`src/rtl/op_issue_pkg.sv`:
```
// Shared RV32I encodings and sequencer state type for the op_issue slice.
package riscv_pkg;

  localparam logic [6:0] OP      = 7'b0110011;
  localparam logic [6:0] OP_IMM  = 7'b0010011;
  localparam logic [6:0] LUI     = 7'b0110111;

  localparam logic [6:0] F7_BASE = 7'b0000000;
  localparam logic [6:0] F7_ALT  = 7'b0100000;

  localparam logic [2:0] F3_ADD  = 3'b000;
  localparam logic [2:0] F3_SLL  = 3'b001;
  localparam logic [2:0] F3_SR   = 3'b101;

  typedef enum logic [1:0] {
    IDLE   = 2'd0,
    DECODE = 2'd1,
    EXEC   = 2'd2,
    WB     = 2'd3
  } state_t;

  function automatic logic [31:0] sext12(input logic [11:0] imm);
    return {{20{imm[11]}}, imm};
  endfunction

endpackage

```
`src/rtl/op_issue_if.sv`:
```
// Instruction, ALU, writeback and debug signals between op_issue and its neighbours.
interface op_issue_if;

  logic        instr_valid;
  logic [31:0] instr;
  logic        instr_ready;
  logic [2:0]  alu_funct3;
  logic [31:0] alu_x;
  logic [31:0] alu_y;
  logic        alu_alt;
  logic [31:0] alu_out;
  logic        wb_valid;
  logic [4:0]  wb_rd;
  logic [31:0] wb_data;
  logic        illegal;
  logic [4:0]  dbg_addr;
  logic [31:0] dbg_data;

  // slave: the issue sequencer itself
  modport slave (
    input  instr_valid, instr, alu_out, dbg_addr,
    output instr_ready, alu_funct3, alu_x, alu_y, alu_alt,
           wb_valid, wb_rd, wb_data, illegal, dbg_data
  );

  // master: instruction source, ALU and debug observer
  modport master (
    output instr_valid, instr, alu_out, dbg_addr,
    input  instr_ready, alu_funct3, alu_x, alu_y, alu_alt,
           wb_valid, wb_rd, wb_data, illegal, dbg_data
  );

endinterface

```
`src/rtl/op_issue_regfile.sv`:
```
// 31-entry architectural register file; x0 is hardwired to zero.
module regfile (
  input  logic        clk,
  input  logic        resetn,
  input  logic [4:0]  ra1,
  output logic [31:0] rd1,
  input  logic [4:0]  ra2,
  output logic [31:0] rd2,
  input  logic [4:0]  dbg_addr,
  output logic [31:0] dbg_data,
  input  logic        we,
  input  logic [4:0]  wa,
  input  logic [31:0] wd
);

  logic [31:0] regs [1:31];

  always_ff @(posedge clk) begin
    if (!resetn) begin
      for (int unsigned i = 1; i < 32; i++) begin
        regs[i] <= '0;
      end
    end else if (we && (wa != 5'd0)) begin
      regs[wa] <= wd;
    end
  end

  assign rd1      = (ra1 == 5'd0)      ? '0 : regs[ra1];
  assign rd2      = (ra2 == 5'd0)      ? '0 : regs[ra2];
  assign dbg_data = (dbg_addr == 5'd0) ? '0 : regs[dbg_addr];

endmodule

```
`src/rtl/op_issue.sv`:
```
// Four-cycle decode/issue sequencer for RV32I OP, OP-IMM and LUI feeding a registered ALU.
module op_issue
  import riscv_pkg::*;
(
  input  logic       clk,
  input  logic       resetn,
  op_issue_if.slave  bus
);

  state_t      state, state_next;
  logic [31:0] instr_q;

  logic [6:0]  opcode, f7;
  logic [4:0]  rd, rs1, rs2;
  logic [2:0]  f3;

  logic [31:0] rs1_val, rs2_val;

  logic        dec_legal;
  logic [31:0] dec_x, dec_y;
  logic [2:0]  dec_f3;
  logic        dec_alt;

  logic [2:0]  alu_funct3_q;
  logic [31:0] alu_x_q, alu_y_q;
  logic        alu_alt_q;
  logic        wb_valid_q, illegal_q;
  logic [4:0]  wb_rd_q;
  logic        rf_we;

  assign opcode = instr_q[6:0];
  assign rd     = instr_q[11:7];
  assign f3     = instr_q[14:12];
  assign rs1    = instr_q[19:15];
  assign rs2    = instr_q[24:20];
  assign f7     = instr_q[31:25];

  assign rf_we  = (state == WB);

  regfile u_regfile (
    .clk      (clk),
    .resetn   (resetn),
    .ra1      (rs1),
    .rd1      (rs1_val),
    .ra2      (rs2),
    .rd2      (rs2_val),
    .dbg_addr (bus.dbg_addr),
    .dbg_data (bus.dbg_data),
    .we       (rf_we),
    .wa       (rd),
    .wd       (bus.alu_out)
  );

  // Operand selection and legality; only consumed while in DECODE.
  always_comb begin
    dec_legal = 1'b0;
    dec_x     = '0;
    dec_y     = '0;
    dec_f3    = '0;
    dec_alt   = 1'b0;
    case (opcode)
      OP: begin
        dec_x     = rs1_val;
        dec_y     = rs2_val;
        dec_f3    = f3;
        dec_alt   = ((f3 == F3_ADD) || (f3 == F3_SR)) ? instr_q[30] : 1'b0;
        dec_legal = (f7 == F7_BASE) ||
                    ((f7 == F7_ALT) && ((f3 == F3_ADD) || (f3 == F3_SR)));
      end
      OP_IMM: begin
        dec_x   = rs1_val;
        dec_y   = sext12(instr_q[31:20]);
        dec_f3  = f3;
        dec_alt = (f3 == F3_SR) ? instr_q[30] : 1'b0;
        case (f3)
          F3_SLL:  dec_legal = (f7 == F7_BASE);
          F3_SR:   dec_legal = (f7 == F7_BASE) || (f7 == F7_ALT);
          default: dec_legal = 1'b1;
        endcase
      end
      LUI: begin
        dec_x     = '0;
        dec_y     = {instr_q[31:12], 12'b0};
        dec_f3    = F3_ADD;
        dec_alt   = 1'b0;
        dec_legal = 1'b1;
      end
      default: dec_legal = 1'b0;
    endcase
  end

  always_comb begin
    state_next = state;
    case (state)
      IDLE:    if (bus.instr_valid) state_next = DECODE;
      DECODE:  state_next = dec_legal ? EXEC : IDLE;
      EXEC:    state_next = WB;
      WB:      state_next = IDLE;
      default: state_next = IDLE;
    endcase
  end

  always_ff @(posedge clk) begin
    if (!resetn) begin
      state <= IDLE;
    end else begin
      state <= state_next;
    end
  end

  always_ff @(posedge clk) begin
    if (!resetn) begin
      instr_q      <= '0;
      alu_funct3_q <= '0;
      alu_x_q      <= '0;
      alu_y_q      <= '0;
      alu_alt_q    <= 1'b0;
      wb_valid_q   <= 1'b0;
      wb_rd_q      <= '0;
      illegal_q    <= 1'b0;
    end else begin
      wb_valid_q <= (state == EXEC);
      illegal_q  <= (state == DECODE) && !dec_legal;
      if ((state == IDLE) && bus.instr_valid) begin
        instr_q <= bus.instr;
      end
      // ALU operands stay untouched on an illegal decode
      if ((state == DECODE) && dec_legal) begin
        alu_funct3_q <= dec_f3;
        alu_x_q      <= dec_x;
        alu_y_q      <= dec_y;
        alu_alt_q    <= dec_alt;
      end
      if (state == EXEC) begin
        wb_rd_q <= rd;
      end
    end
  end

  assign bus.instr_ready = resetn && (state == IDLE);
  assign bus.alu_funct3  = alu_funct3_q;
  assign bus.alu_x       = alu_x_q;
  assign bus.alu_y       = alu_y_q;
  assign bus.alu_alt     = alu_alt_q;
  assign bus.wb_valid    = wb_valid_q;
  assign bus.wb_rd       = wb_rd_q;
  assign bus.wb_data     = wb_valid_q ? bus.alu_out : '0;
  assign bus.illegal     = illegal_q;

endmodule

```
`src/flat_wrapper.sv`:
```
// flat-port wrapper written by rule: the top's interface ports become plain ports
module op_issue_flat import riscv_pkg::*;
  (clk, resetn, bus_instr_valid, bus_instr, bus_alu_out, bus_dbg_addr, bus_instr_ready, bus_alu_funct3, bus_alu_x, bus_alu_y, bus_alu_alt, bus_wb_valid, bus_wb_rd, bus_wb_data, bus_illegal, bus_dbg_data);
  op_issue_if bus_i ();
  input  logic clk;
  input  logic resetn;
  input wire logic [$bits(bus_i.instr_valid)-1:0] bus_instr_valid;
  input wire logic [$bits(bus_i.instr)-1:0] bus_instr;
  input wire logic [$bits(bus_i.alu_out)-1:0] bus_alu_out;
  input wire logic [$bits(bus_i.dbg_addr)-1:0] bus_dbg_addr;
  output wire logic [$bits(bus_i.instr_ready)-1:0] bus_instr_ready;
  output wire logic [$bits(bus_i.alu_funct3)-1:0] bus_alu_funct3;
  output wire logic [$bits(bus_i.alu_x)-1:0] bus_alu_x;
  output wire logic [$bits(bus_i.alu_y)-1:0] bus_alu_y;
  output wire logic [$bits(bus_i.alu_alt)-1:0] bus_alu_alt;
  output wire logic [$bits(bus_i.wb_valid)-1:0] bus_wb_valid;
  output wire logic [$bits(bus_i.wb_rd)-1:0] bus_wb_rd;
  output wire logic [$bits(bus_i.wb_data)-1:0] bus_wb_data;
  output wire logic [$bits(bus_i.illegal)-1:0] bus_illegal;
  output wire logic [$bits(bus_i.dbg_data)-1:0] bus_dbg_data;
  assign bus_i.instr_valid = bus_instr_valid;
  assign bus_i.instr = bus_instr;
  assign bus_i.alu_out = bus_alu_out;
  assign bus_i.dbg_addr = bus_dbg_addr;
  assign bus_instr_ready = bus_i.instr_ready;
  assign bus_alu_funct3 = bus_i.alu_funct3;
  assign bus_alu_x = bus_i.alu_x;
  assign bus_alu_y = bus_i.alu_y;
  assign bus_alu_alt = bus_i.alu_alt;
  assign bus_wb_valid = bus_i.wb_valid;
  assign bus_wb_rd = bus_i.wb_rd;
  assign bus_wb_data = bus_i.wb_data;
  assign bus_illegal = bus_i.illegal;
  assign bus_dbg_data = bus_i.dbg_data;
  op_issue u_core (.clk(clk), .resetn(resetn), .bus(bus_i));
endmodule
```
`config.mk`:
```
export PLATFORM = sky130hd
export DESIGN_NAME = op_issue_flat
export DESIGN_NICKNAME = d
export VERILOG_FILES = /design/src/rtl/op_issue_pkg.sv /design/src/rtl/op_issue_if.sv /design/src/rtl/op_issue_regfile.sv /design/src/rtl/op_issue.sv /design/src/flat_wrapper.sv
export SDC_FILE = /design/constraint.sdc
export NUM_CORES = 2
export LEC_CHECK = 0
export BUFFER_PORTS_ARGS = -buffer_cell sky130_fd_sc_hd__buf_2
export CELL_PAD_IN_SITES_DETAIL_PLACEMENT = 0
export CELL_PAD_IN_SITES_GLOBAL_PLACEMENT = 1
export CORE_MARGIN = 5
export CORE_UTILIZATION = 32
export DETAILED_ROUTE_END_ITERATION = 8
export PLACE_DENSITY_LB_ADDON = 0.1
export SYNTH_ARGS = -nofsm -noshare
export SYNTH_HDL_FRONTEND = slang
export SYNTH_SLANG_ARGS = --single-unit
```
`constraint.sdc`:
```
create_clock -name clk -period 6.5 [get_ports clk]
set_clock_uncertainty 0.05 [all_clocks]
set_input_delay 1.3 -clock clk [delete_from_list [all_inputs] [get_ports clk]]
set_output_delay 1.3 -clock clk [all_outputs]
set_load 0.1 [all_outputs]
```
==> flow_metrics.py <==
metrics = {
    "clocking": {
        "cts_setup_buffers": 0,
        "cts_resized": 0,
        "clockRootBuffer": "clkbuf_16",
        "clk_pin_slew_ps": 50,
        "h-tree-depth": 4,
        "clock_latency_ps": 800,
        "clock_path_buffers": 3,
        "cts_tree": "yes",
        "numCtsBuffers": 145,
        "clock_sinks": 1143,
        "ctsHoldBuffers": 0,
    },
    "setup_path": {
        "cp.arrival_ps": 4090,
        "startpoint_type": "input port",
        "cp-end-kind": "output port",
        "worst_ep_required_time_ps": 5150,
        "critPathMaxFanout": 18,
        "criticalPathCategory": "in2out",
    },
    "sta": {
        "max_clock_freq_ghz": 0.184,
        "rsz0062_at_grt": "no",
        "hold_viol_final": 0,
        "worst_slack_ps": 1060,
        "setup_viol_count_final": 0,
        "slew_headroom_pct": 10.3,
        "fin_tns_setup_ps": 0,
        "min_period_ps": 5440,
        "finalMaxSlewViolations": 0,
        "fin_crit_sh_pct": 83.7,
        "tightestPinTransition_ps": 1350,
    },
    "detailed_routing": {
        "wl_mm": 300,
        "wl_per_cell_um": 38.9,
        "num_vias": 45800,
        "first_iter_violations": 5158,
        "drtAntennaViolNets": 0,
        "viasPerCell": 5.93,
        "first_pass_iters": 5,
        "drcViolationCount": 0,
    },
    "synth": {
        "yosysSeqAreaShare_pct": 49.3,
        "yosys.area_share.simple_pct": 12.5,
        "ys_top_cells_by_area": "edfxtp_1 46%, mux4_2 25%, and2_1 9.6%",
        "synth.top_cell.area_share_pct": 45.7,
        "avgSynthCellArea_um2": 14.2,
        "synth_top_cell_by_area": "edfxtp_1",
        "synthMuxAreaShare_pct": 29.6,
        "synth_xor_xnor_area_share_pct": 0,
        "synth_cell_types": 57,
        "synth_compound_area_share_pct": 5.09,
        "postSynth.asyncResetShare_pct": 0,
        "synth_flop_cell": "edfxtp_1",
        "postSynthCellCount": 4735,
        "synth_fa_ha_area_share_pct": 0,
        "synth-edff-count": 1024,
        "synth-seq-cells": 1143,
        "synth_area_um2": 67200,
        "synth_top_family_by_area": "multiplexers",
        "yosys_warnings": 0,
    },
    "global_routing": {
        "first_global_vias": 46100,
        "overflow": 0,
        "grt_pass1_wl_mm": 408,
        "grt_max_degree": 89,
        "antenna_found_initial": 39,
        "grt_usage_pct": 27.0,
    },
    "floorplanning": {
        "placeableCoreArea_um2": 209000,
        "start_util_pct": 32.1,
        "die_area_um2": 219000,
        "die_height_um": 468,
        "fp-row-count": 168,
        "ios": 212,
        "die_x_um": 468,
    },
    "power_and_ir_drop": {
        "vdd_drop_max_mv": 0.281,
        "p_per_area_nw_per_um2": 252,
        "leakagePower_nw": 26.2,
        "power.total_w": 0.0195,
    },
    "cells_and_area": {
        "fin_nets": 4862,
        "final_util_pct": 36.9,
        "drive_above_1_share_pct": 30.6,
        "final_cell_area_um2": 77200,
        "syn_to_final_growth_pct": 14.8,
    },
    "outcome": {
        "outcome": "finished clean",
    },
    "placed_design": {
        "post_dp_cell_area_um2": 72400,
        "port_buffers": 211,
        "place_congestion": 0.832,
        "dp_hpwl_mm": 191,
        "place_ws_ps": 1070,
    },
    "run": {
        "cap_viol_max_count": 0,
    },
    "hold_path": {
        "hp-class": "reg2reg",
    },
}
area by class of cell:
class                   count  area, µm²
repair buffers            397       2990
flip-flops and latches   1143      33200
multi-input cells        3064      32600
well taps                2805       3510
inverters                  39        146
clock inverters            49        551
fillers                 19900     132000
diodes                     16       40.0
clock buffers             213       4220
stage by stage:
stage               std cells  hold slack, ps
floorplan                4766             387
global placement         7447             395
detailed placement       7448             398
CTS                      7710             405
global route             7712             414
finish                   7726             404
critical path, cell delays in order:
cell	delay, ps
buf_8	240
buf_12	280
buf_12	220
mux4_2	520
mux4_2	460
nand2_1	170
o21ai_0	400
buf_2	440
where the power goes:
part	total, W	switching [W]	internal [W]
sequential	0.00852	0.000287	0.00824
clock	0.00826	0.00334	0.00492
combinational	0.00267	0.00164	0.00103
total	0.0195	0.00527	0.0142
layer usage:
metal | GRT usage [%] | part of all wire [%]
met5 | 0 | 0
met4 | 10.8 | 4.4
met3 | 3.80 | 6.3
met2 | 44.4 | 48
met1 | 36.2 | 41
logic make-up after synthesis:
group | count (synthesis)
simple gates | 1461
flops | 1143
mux | 1045
buf+inv | 559
compound gates | 526
other cells | 1
state kept, by name, summed over array words and instances, names as in the netlist, named ones only:
register,cells
u_core.u_regfile.regs,1024
u_core.bus.wb_rd,5
u_core.state,1
u_core.bus.alu_alt,1
u_core.bus.alu_y,32
u_core.bus.alu_x,32
u_core.instr_q,32
u_core.bus.illegal,1
u_core.bus.wb_valid,1
u_core.bus.alu_funct3,3
synth_stat cells, types with 10 or more instances:
master / n
a211oi_1: 35
a21oi_1: 132
a221oi_1: 38
a22oi_1: 41
a31oi_1: 27
a32oi_1: 32
and2_1: 1027
buf_1: 39
buf_2: 104
buf_4: 18
clkbuf_1: 352
dfxtp_1: 119
edfxtp_1: 1024
inv_1: 38
mux2_2: 49
mux2i_1: 246
mux4_2: 750
nand2_1: 228
nand2b_1: 20
nand3_1: 34
nor2_1: 60
nor2b_1: 42
nor3_1: 14
o211ai_1: 53
o21ai_0: 115
o22ai_1: 10
cell usage in the layout, fill, tap and decap left out, drive strengths merged, types with 27 or more instances in the layout:
master / n
mux4: 750
mux2: 49
clkbuf: 213
a22oi: 41
edfxtp: 1024
o211ai: 53
o21ai: 123
buf: 397
a31oi: 27
mux2i: 246
dfxtp: 119
nand3: 34
nor2: 60
a211oi: 35
a221oi: 38
and2: 1027
nand2: 228
inv: 42
a32oi: 32
conb: 32
a21oi: 132
clkinv: 30
nor2b: 43
path summary, 6_finish.rpt:
path / from / end / slack, ps / cells after the start
setup / recovery: bus_dbg_addr[0] / bus_dbg_data[18] / 1060 / 8
hold / removal: u_core.bus.alu_alt$_SDFFE_PN0P_ / u_core.bus.alu_alt$_SDFFE_PN0P_ / 400 / 2
hold reg to reg: u_core.bus.alu_alt$_SDFFE_PN0P_ / u_core.bus.alu_alt$_SDFFE_PN0P_ / 400 / 2
setup reg to reg: u_core.instr_q[21]$_SDFFE_PN0P_ / u_core.bus.alu_y[3]$_SDFFE_PN0P_ / 2300 / 7
(Power assumes the default switching activity.)
